--- src/rtl/pred_validator.sv ---
// Prediction validator: keeps in-flight value predictions in a circular FIFO,
// pairs them in order with retiring commit results, and returns registered
// per-prediction feedback (pc, actual, confidence, mispredict) to the predictor.
//
// Interface semantics: every input lane is valid-only. A lane is sampled on the
// rising edge when its valid bit is high; there is no ready. A push that finds
// no room is dropped and flags overflow_o. A commit with no stored entry is
// dropped and flags underflow_o. Feedback appears exactly one cycle after the
// commit and is qualified by fb_valid_o.
module pred_validator #(
    parameter int P_NUM_PRED   = 2,
    parameter int P_FIFO_DEPTH = 16
) (
    input  logic                                clk_i,
    input  logic                                rst_ni,
    input  logic [P_NUM_PRED-1:0][31:0]         pred_pc_i,
    input  logic [P_NUM_PRED-1:0][31:0]         pred_result_i,
    input  logic [P_NUM_PRED-1:0]               pred_conf_i,
    input  logic [P_NUM_PRED-1:0]               pred_valid_i,
    input  logic [P_NUM_PRED-1:0][31:0]         commit_actual_i,
    input  logic [P_NUM_PRED-1:0]               commit_valid_i,
    input  logic                                flush_i,
    output logic [P_NUM_PRED-1:0][31:0]         fb_pc_o,
    output logic [P_NUM_PRED-1:0][31:0]         fb_actual_o,
    output logic [P_NUM_PRED-1:0]               fb_mispredict_o,
    output logic [P_NUM_PRED-1:0]               fb_conf_o,
    output logic [P_NUM_PRED-1:0]               fb_valid_o,
    output logic [$clog2(P_FIFO_DEPTH):0]       occupancy_o,
    output logic                                overflow_o,
    output logic                                underflow_o
);

    localparam int PW = $clog2(P_FIFO_DEPTH);
    localparam int CW = PW + 1;

    // Payload storage; deliberately not reset.
    logic [31:0] mem_pc   [P_FIFO_DEPTH];
    logic [31:0] mem_res  [P_FIFO_DEPTH];
    logic        mem_conf [P_FIFO_DEPTH];

    logic [PW-1:0] head;
    logic [PW-1:0] tail;

    // Next-state signals produced by the pairing/allocation logic.
    int                               pop_n;
    int                               push_n;
    logic                             blocked;
    logic                             udf_set;
    logic                             ovf_set;
    logic [PW-1:0]                    raddr;
    logic [P_NUM_PRED-1:0]            we;
    logic [P_NUM_PRED-1:0][PW-1:0]    waddr;
    logic [P_NUM_PRED-1:0][31:0]      fb_pc_n;
    logic [P_NUM_PRED-1:0][31:0]      fb_act_n;
    logic [P_NUM_PRED-1:0]            fb_mis_n;
    logic [P_NUM_PRED-1:0]            fb_conf_n;
    logic [P_NUM_PRED-1:0]            fb_val_n;
    logic [CW-1:0]                    occ_n;

    // Pair valid commits with the oldest entries (pops first), then allocate
    // tail slots to valid predictions while room remains after those pops.
    always_comb begin
        pop_n     = 0;
        push_n    = 0;
        blocked   = 1'b0;
        udf_set   = 1'b0;
        ovf_set   = 1'b0;
        raddr     = '0;
        we        = '0;
        waddr     = '0;
        fb_pc_n   = '0;
        fb_act_n  = '0;
        fb_mis_n  = '0;
        fb_conf_n = '0;
        fb_val_n  = '0;
        for (int j = 0; j < P_NUM_PRED; j++) begin
            if (commit_valid_i[j]) begin
                if (pop_n < int'(occupancy_o)) begin
                    raddr = head + pop_n[PW-1:0];
                    for (int k = 0; k < P_NUM_PRED; k++) begin
                        if (k == pop_n) begin
                            fb_val_n[k]  = 1'b1;
                            fb_pc_n[k]   = mem_pc[raddr];
                            fb_act_n[k]  = commit_actual_i[j];
                            fb_conf_n[k] = mem_conf[raddr];
                            fb_mis_n[k]  = (mem_res[raddr] != commit_actual_i[j]);
                        end
                    end
                    pop_n = pop_n + 1;
                end else begin
                    udf_set = 1'b1;
                end
            end
        end
        for (int j = 0; j < P_NUM_PRED; j++) begin
            if (pred_valid_i[j]) begin
                // Once a lower lane is refused, higher lanes are refused too.
                if (!blocked && (int'(occupancy_o) - pop_n + push_n < P_FIFO_DEPTH)) begin
                    we[j]    = 1'b1;
                    waddr[j] = tail + push_n[PW-1:0];
                    push_n   = push_n + 1;
                end else begin
                    blocked = 1'b1;
                    ovf_set = 1'b1;
                end
            end
        end
        occ_n = occupancy_o - pop_n[CW-1:0] + push_n[CW-1:0];
    end

    // Payload write for accepted pushes; flush and reset discard them.
    always_ff @(posedge clk_i) begin
        for (int j = 0; j < P_NUM_PRED; j++) begin
            if (rst_ni && !flush_i && we[j]) begin
                mem_pc[waddr[j]]   <= pred_pc_i[j];
                mem_res[waddr[j]]  <= pred_result_i[j];
                mem_conf[waddr[j]] <= pred_conf_i[j];
            end
        end
    end

    // Pointers, occupancy, registered feedback and sticky error flags.
    always_ff @(posedge clk_i or negedge rst_ni) begin
        if (!rst_ni) begin
            head            <= '0;
            tail            <= '0;
            occupancy_o     <= '0;
            fb_pc_o         <= '0;
            fb_actual_o     <= '0;
            fb_mispredict_o <= '0;
            fb_conf_o       <= '0;
            fb_valid_o      <= '0;
            overflow_o      <= 1'b0;
            underflow_o     <= 1'b0;
        end else if (flush_i) begin
            // Same-cycle pushes/commits vanish; flags are left as they are.
            head            <= tail;
            occupancy_o     <= '0;
            fb_pc_o         <= '0;
            fb_actual_o     <= '0;
            fb_mispredict_o <= '0;
            fb_conf_o       <= '0;
            fb_valid_o      <= '0;
        end else begin
            head            <= head + pop_n[PW-1:0];
            tail            <= tail + push_n[PW-1:0];
            occupancy_o     <= occ_n;
            fb_pc_o         <= fb_pc_n;
            fb_actual_o     <= fb_act_n;
            fb_mispredict_o <= fb_mis_n;
            fb_conf_o       <= fb_conf_n;
            fb_valid_o      <= fb_val_n;
            if (ovf_set) overflow_o  <= 1'b1;
            if (udf_set) underflow_o <= 1'b1;
        end
    end

endmodule

--- config.mk ---
export PLATFORM = sky130hd
export DESIGN_NAME = pred_validator
export DESIGN_NICKNAME = d
export VERILOG_FILES = /design/src/rtl/pred_validator.sv
export SDC_FILE = /design/constraint.sdc
export NUM_CORES = 2
export LEC_CHECK = 0
export CAP_MARGIN = 30
export CORE_MARGIN = 8
export CORE_UTILIZATION = 60
export DETAILED_ROUTE_END_ITERATION = 8
export PLACE_DENSITY = 0.8
export SYNTH_ARGS = -nofsm -noshare
export SYNTH_HDL_FRONTEND = slang
export SYNTH_SLANG_ARGS = --single-unit
--- constraint.sdc ---
create_clock -name clk_i -period 20.8 [get_ports clk_i]
set_input_delay 3.12 -clock clk_i [delete_from_list [all_inputs] [get_ports clk_i]]
set_output_delay 3.12 -clock clk_i [all_outputs]
set_load 0.05 [all_outputs]
# After elaboration in Yosys (flattened, before gate mapping)

Memory sizes are Yosys's and may differ from the RTL's.
Cells that the tools add are included.

Logic and storage cells: 107
RAM bits: 1040
Memories kept: 3
Register bits after elaboration: 149
Output and inout port bits: 141
Input port bits: 201

Bitwise logic cells: 1
Order comparisons: 4
$add $sub $neg: 10
Muxes and demuxes: 65
Reduce and logical (&&, ||, !) cells: 9
Equal/unequal tests: 3

Memories:

| memory   | depth | bits a word | read ports | clocked after memory_dff | wr ports | RTL line | text |
|---|---|---|---|---|---|---|---|
| mem_pc   | 16    | 32          | 2          | 0                        | 2        | 37       | `logic [31:0] mem_pc [P_FIFO_DEPTH];` |
| mem_res  | 16    | 32          | 2          | 0                        | 2        | 38       | `logic [31:0] mem_res [P_FIFO_DEPTH];` |
| mem_conf | 16    | 1           | 2          | 0                        | 2        | 39       | `logic mem_conf [P_FIFO_DEPTH];` |

Operator list:

| operator              | count |
|---|---|
| $mux 64               | 6 |
| $mux 32               | 11 |
| $lt 32x6->1 const B   | 2 |
| $ne 32x32->1          | 2 |
| $add 32x2->32 const B | 1 |
| $add 32x32->32        | 1 |
| $eq 2x32->1 const A   | 1 |
| $logic_not 32->1      | 1 |
| $lt 32x6->1           | 1 |
| $sub 6x32->32         | 1 |
| $mux 1                | 31 |
| $mux 4                | 5 |
| $mux 2                | 9 |
| $add 4x4->4           | 4 |
| $mux 5                | 3 |
| $add 5x5->5           | 1 |
| $lt 1x5->1 const A    | 1 |
| $sub 5x5->5           | 1 |
| $logic_and 1x1->1     | 4 |
| $reduce_and 2->1      | 2 |
| $add 1x1->2 const B   | 1 |
| $logic_not 1->1       | 2 |
| $not 1->1             | 1 |

# Depth between registers and ports, before layout

Word-level depth: 18
Gate-level depth with buffers: 33
Mapped depth without buffers: 29

# Least setup slack after synthesis

Ideal clock, no wire load.

Kind: input-to-reg
From: in commit_valid_i[0]
To: mem mem_conf[1] (enable)
Path slack: 10.920 ns
Arrival time: 9.378 ns
Buffers on the path: 4
Cell stages on the path: 19
Required time: 20.298 ns
Setup time: 0.502 ns
Cells stage by stage: nor2b_1 clkbuf_1 clkbuf_1 buf_1 ha_1 nand2_1 o21ai_0 ha_1 inv_1 fa_1 nor2b_1 ha_1 o211a_1 a21oi_1 nor2b_1 clkbuf_1 nand2_1 or3_1 o21bai_1

RTL lines:

| what               | RTL line | text |
|---|---|---|
| start: declaration | 21       | `input logic [P_NUM_PRED-1:0] commit_valid_i,` |
| end: declaration   | 39       |  |

==> summary.txt <==
Die X - 349.2 um
Core Area - 0.1104 mm^2
Fmax - 0.1015 GHz
Top layer in use - met5
CP required - 21.15 ns
Sequential area share after synthesis - 0.5247
Flop pwr share - 0.297
GRT Util Overall - 0.3378
CP endpoint kind - register
Synth unique cells - 54
Synth Instances - 3884
Kind of critical path - primary input to register
Worst ir drop on vdd - 0.0002087 V
Row count - 122
Switching pwr - 0.003589 W
Remaining antenna violation count - 0
Slowest-stage cell, CP - buf_4
PnR Total Power - 0.009827 W
Final setup TNS - 0 ns
Initial Util - 0.6036
Syn Nets - 4112
Top-area cell type share of the netlist area - 0.4688
Crit path max fanout - 47
CTS tree - built
Cell family with most CP delay - buffers and inverters
M1 WL - 73220 um
Initial DRC count - 5908
Vias in the first global route - 42350
Final setup viols - 0
Post-synth EDFFs - 1040
Share of cells above drive strength 1 - 0.4237
Clk pwr share - 0.228
Final wirelength - 208300 um
Gr ovfl total - 0
Crit path time final - 9.855 ns
Worst hold path type - register to register
WP depth - 23
DRC viols - 0
Clk root buf - clkbuf_16
Worst-case reg-to-reg path depth - 26
Crit path DAT - 10.20 ns
Crit path from - commit_valid_i[0]
WP buf/inv - 7
Final GP Congestion - 0.8468
CP most frequent cell - ha_1
DR vias/cell - 7.316
Finished Layout Cells - 5650
Crit-path max cell delay - 0.83 ns
PD cells - 130.0 mW/mm^2
Drt wl/cell - 36.86 um
Combinational power share - 0.475
Main synth FF type - edfxtp_1
Crit path launch type - primary input
Max clock buf depth - 3
Met3 WL - 25250 um
FF-to-FF Start - occupancy_o[3]$_DFF_PN0_
Leading area contributor after synthesis - edfxtp_1
First-pass GRT wire length - 298700 um
# resized after CTS - 0
TritonCTS Sinks - 1189
Critical path cell sequence - clkdlybuf4s50_1, nor2b_4, buf_4, inv_1, o21ai_0, ha_1, inv_1, fa_1, nor2b_1, ha_1, o211a_1, a21oi_1, nor2b_1, ha_1, ha_1, inv_1, o21ai_0, a22oi_1, nand2b_1, nor3_2, buf_4, o21bai_4, buf_4
I/O Pins - 342
Dpl cell area - 0.07143 mm^2
Fin. Hold Viols - 0
Via Count - 41340
Synth-to-Final Area Change - 13.48%
CP endpoint - mem_pc[6][3]$_DFFE_PP_
Number of synthesized register bits - 1189
Pre-antenna DRT Iters - 9
Largest net degree at the start of global routing - 118
MaxCap Viol Count - 0
Clock-pin slew on the worst setup and hold paths - 0.06 ns
Synth Cell Area - 0.06662 mm^2
Latest clock arrival within the worst-skew pair - 0.76 ns
RR Endpoint - mem_pc[6][3]$_DFFE_PP_
Leakage power - 24.60 nW
Final Instance Area - 0.07560 mm^2
Clock Skew - 0.04010 ns
Die area - 0.1220 mm^2
Yosys warning total - 0
Cell-internal power - 0.006237 W
Synth top area cells - edfxtp_1 47%, mux4_2 21%, mux2_2 14%, dfrtp_1 5.6%, mux2_1 4.0%
Reg2reg setup slack - 12.92 ns
Max-slew headroom - 0.2650
Cts hold-fix bufs - 0
Asr flop ratio synth - 0.1253
H-tree levels - 4
CTS Buf Count - 132
Fin. max-slew vios - 0
Placed instance count - 5389
Post-DP HPWL - 120600 um
Synth Area per Inst - 17.15 um^2
WHS - 0.4814 ns
Nets - 4265
Final period util - 0.4738
Unrepaired setup endpoints after global routing - false
Status - finished, final reports clean
Metal2 WL - 98390 um
Setup bufs post-CTS - 0
Worst-margin pin slew - 1.100 ns
I/O Buffers - 341
Die height - 349.2 um
Switching power share of the total - 0.3653
Antenna violations before repair - 34
-- power by group through the flow --
stage / Clock, W / Sequential [W] / Combinational (W)
after floorplan: 0 / 0.00313 / 0.00308
after global placement: 0 / 0.00296 / 0.00455
after detailed placement: 0 / 0.00297 / 0.00462
after CTS: 0.00225 / 0.00292 / 0.00464
after global routing: 0.00234 / 0.00294 / 0.00484
final: 0.00224 / 0.00292 / 0.00466
-- routing by layer --
metal / GRT usage / up-vias
li1: - / 16230
met3: 0.08447 / 637
met5: 0 / -
met2: 0.5290 / 2998
met4: 0.1642 / 24
met1: 0.4446 / 21450
-- worst register-to-register path: stages, from the launching register on --
cell      delay [ns]
dfrtp_1         0.42
inv_1           0.12
ha_1            0.22
nor4b_1         0.56
nor2b_4         0.06
buf_4           0.31
ha_1            0.39
nand2_1         0.05
o21ai_0         0.19
ha_1            0.23
inv_1           0.06
fa_1            0.44
nor2b_1         0.14
ha_1            0.13
o211a_1         0.18
a21oi_1         0.06
nor2b_1         0.50
ha_1            0.32
ha_1            0.26
inv_1           0.11
o21ai_0         0.25
a22oi_1         0.13
nand2b_1        0.25
nor3_2          0.15
buf_4           0.53
o21bai_4        0.47
buf_4           0.85
-- cells in the final DEF (no fill, tap or decap), drive strengths merged, types with 17 or more instances in the layout --
cell           Yosys  final
a22oi             70     70
and2              69     69
buf              190    108
clkbuf           239    188
clkdlybuf4s50      0    339
clkinv             1     34
dfrtp            149    149
diode              0     25
edfxtp          1040   1040
ha                22     22
inv               30     37
mux2            1042   1042
mux2i             34     34
mux4             624    624
nand2             37     37
nor2              88     88
o21ai             21     21
o21bai            17     17
xnor2             24     24
xor2              47     47
-- worst min-delay path by stage --
stage | depth (start not counted) | from | end | slack [ns]
5_1_grt | 1 | underflow_o$_DFFE_PN0P_ | underflow_o$_DFFE_PN0P_ | 0.50
2_1_floorplan | 2 | tail[0]$_DFFE_PN0N_ | head[0]$_DFF_PN0_ | 0.57
3_5_place_dp | 1 | underflow_o$_DFFE_PN0P_ | underflow_o$_DFFE_PN0P_ | 0.47
6_report | 1 | underflow_o$_DFFE_PN0P_ | underflow_o$_DFFE_PN0P_ | 0.48
3_3_place_gp | 1 | underflow_o$_DFFE_PN0P_ | underflow_o$_DFFE_PN0P_ | 0.47
4_1_cts | 1 | underflow_o$_DFFE_PN0P_ | underflow_o$_DFFE_PN0P_ | 0.49
-- synth_stat cells, drive strengths merged (2+ instances only) --
master,n
a22o,4
nor4,16
ha,22
a221oi,5
clkbuf,239
fa,5
nor4b,3
o21ai,21
inv,30
o22ai,3
nand3,9
xor2,47
or4b,2
a211oi,2
nand3b,2
buf,190
mux4,624
and2,69
a21o,3
o21bai,17
or3,9
and4,2
a22oi,70
mux2,1042
edfxtp,1040
nand2b,5
o2111ai,2
a2111oi,4
o211a,2
a21oi,13
and3,6
nand4,10
nor3,16
xnor2,24
nand2,37
dfrtp,149
mux2i,34
nor2b,9
nor2,88
-- stage by stage --
step	util	worst slack, ns
6_report	0.6850	10.95
5_1_grt	0.6847	10.59
4_1_cts	0.6840	11.06
3_5_place_dp	0.6472	10.32
3_3_place_gp	0.6443	10.49
2_1_floorplan	-	10.92
-- area by class of cell --
class                      instances  area (um^2)
sequential                      1189        34970
fill                            7159        34760
multi-input combinational       2235        29990
timing repair buffer             448         4536
clock buffer                     187         3697
tap                             1488         1862
clock inverter                    47        360.3
inverter                          31        121.4
antenna                           25        62.56
-- logic make-up (layout without fill, tap and decap cells) --
| kind of cell | Yosys count | count (layout) | share of synthesized area |
|---|---|---|---|
| other | 0 | 25 | 0 |
| xor gates and xnor gates | 71 | 71 | 0.009334 |
| adders and majority gates | 27 | 27 | 0.005634 |
| AOI/OAI and AO/OA | 153 | 153 | 0.01632 |
| muxes | 1700 | 1700 | 0.3922 |
| and+or+nand+nor | 284 | 284 | 0.02186 |
| DFF | 1189 | 1189 | 0.5247 |
| buffers and inverters | 460 | 713 | 0.02992 |
-- registers in the layout, summed over array words and instances (netlist names) --
register         count
mem_pc             512
mem_res            512
fb_actual_o         64
fb_pc_o             64
mem_conf            16
occupancy_o          5
head                 4
tail                 4
fb_conf_o            2
fb_mispredict_o      2
fb_valid_o           2
overflow_o           1
underflow_o          1
Power figures use the tool's default switching activity.
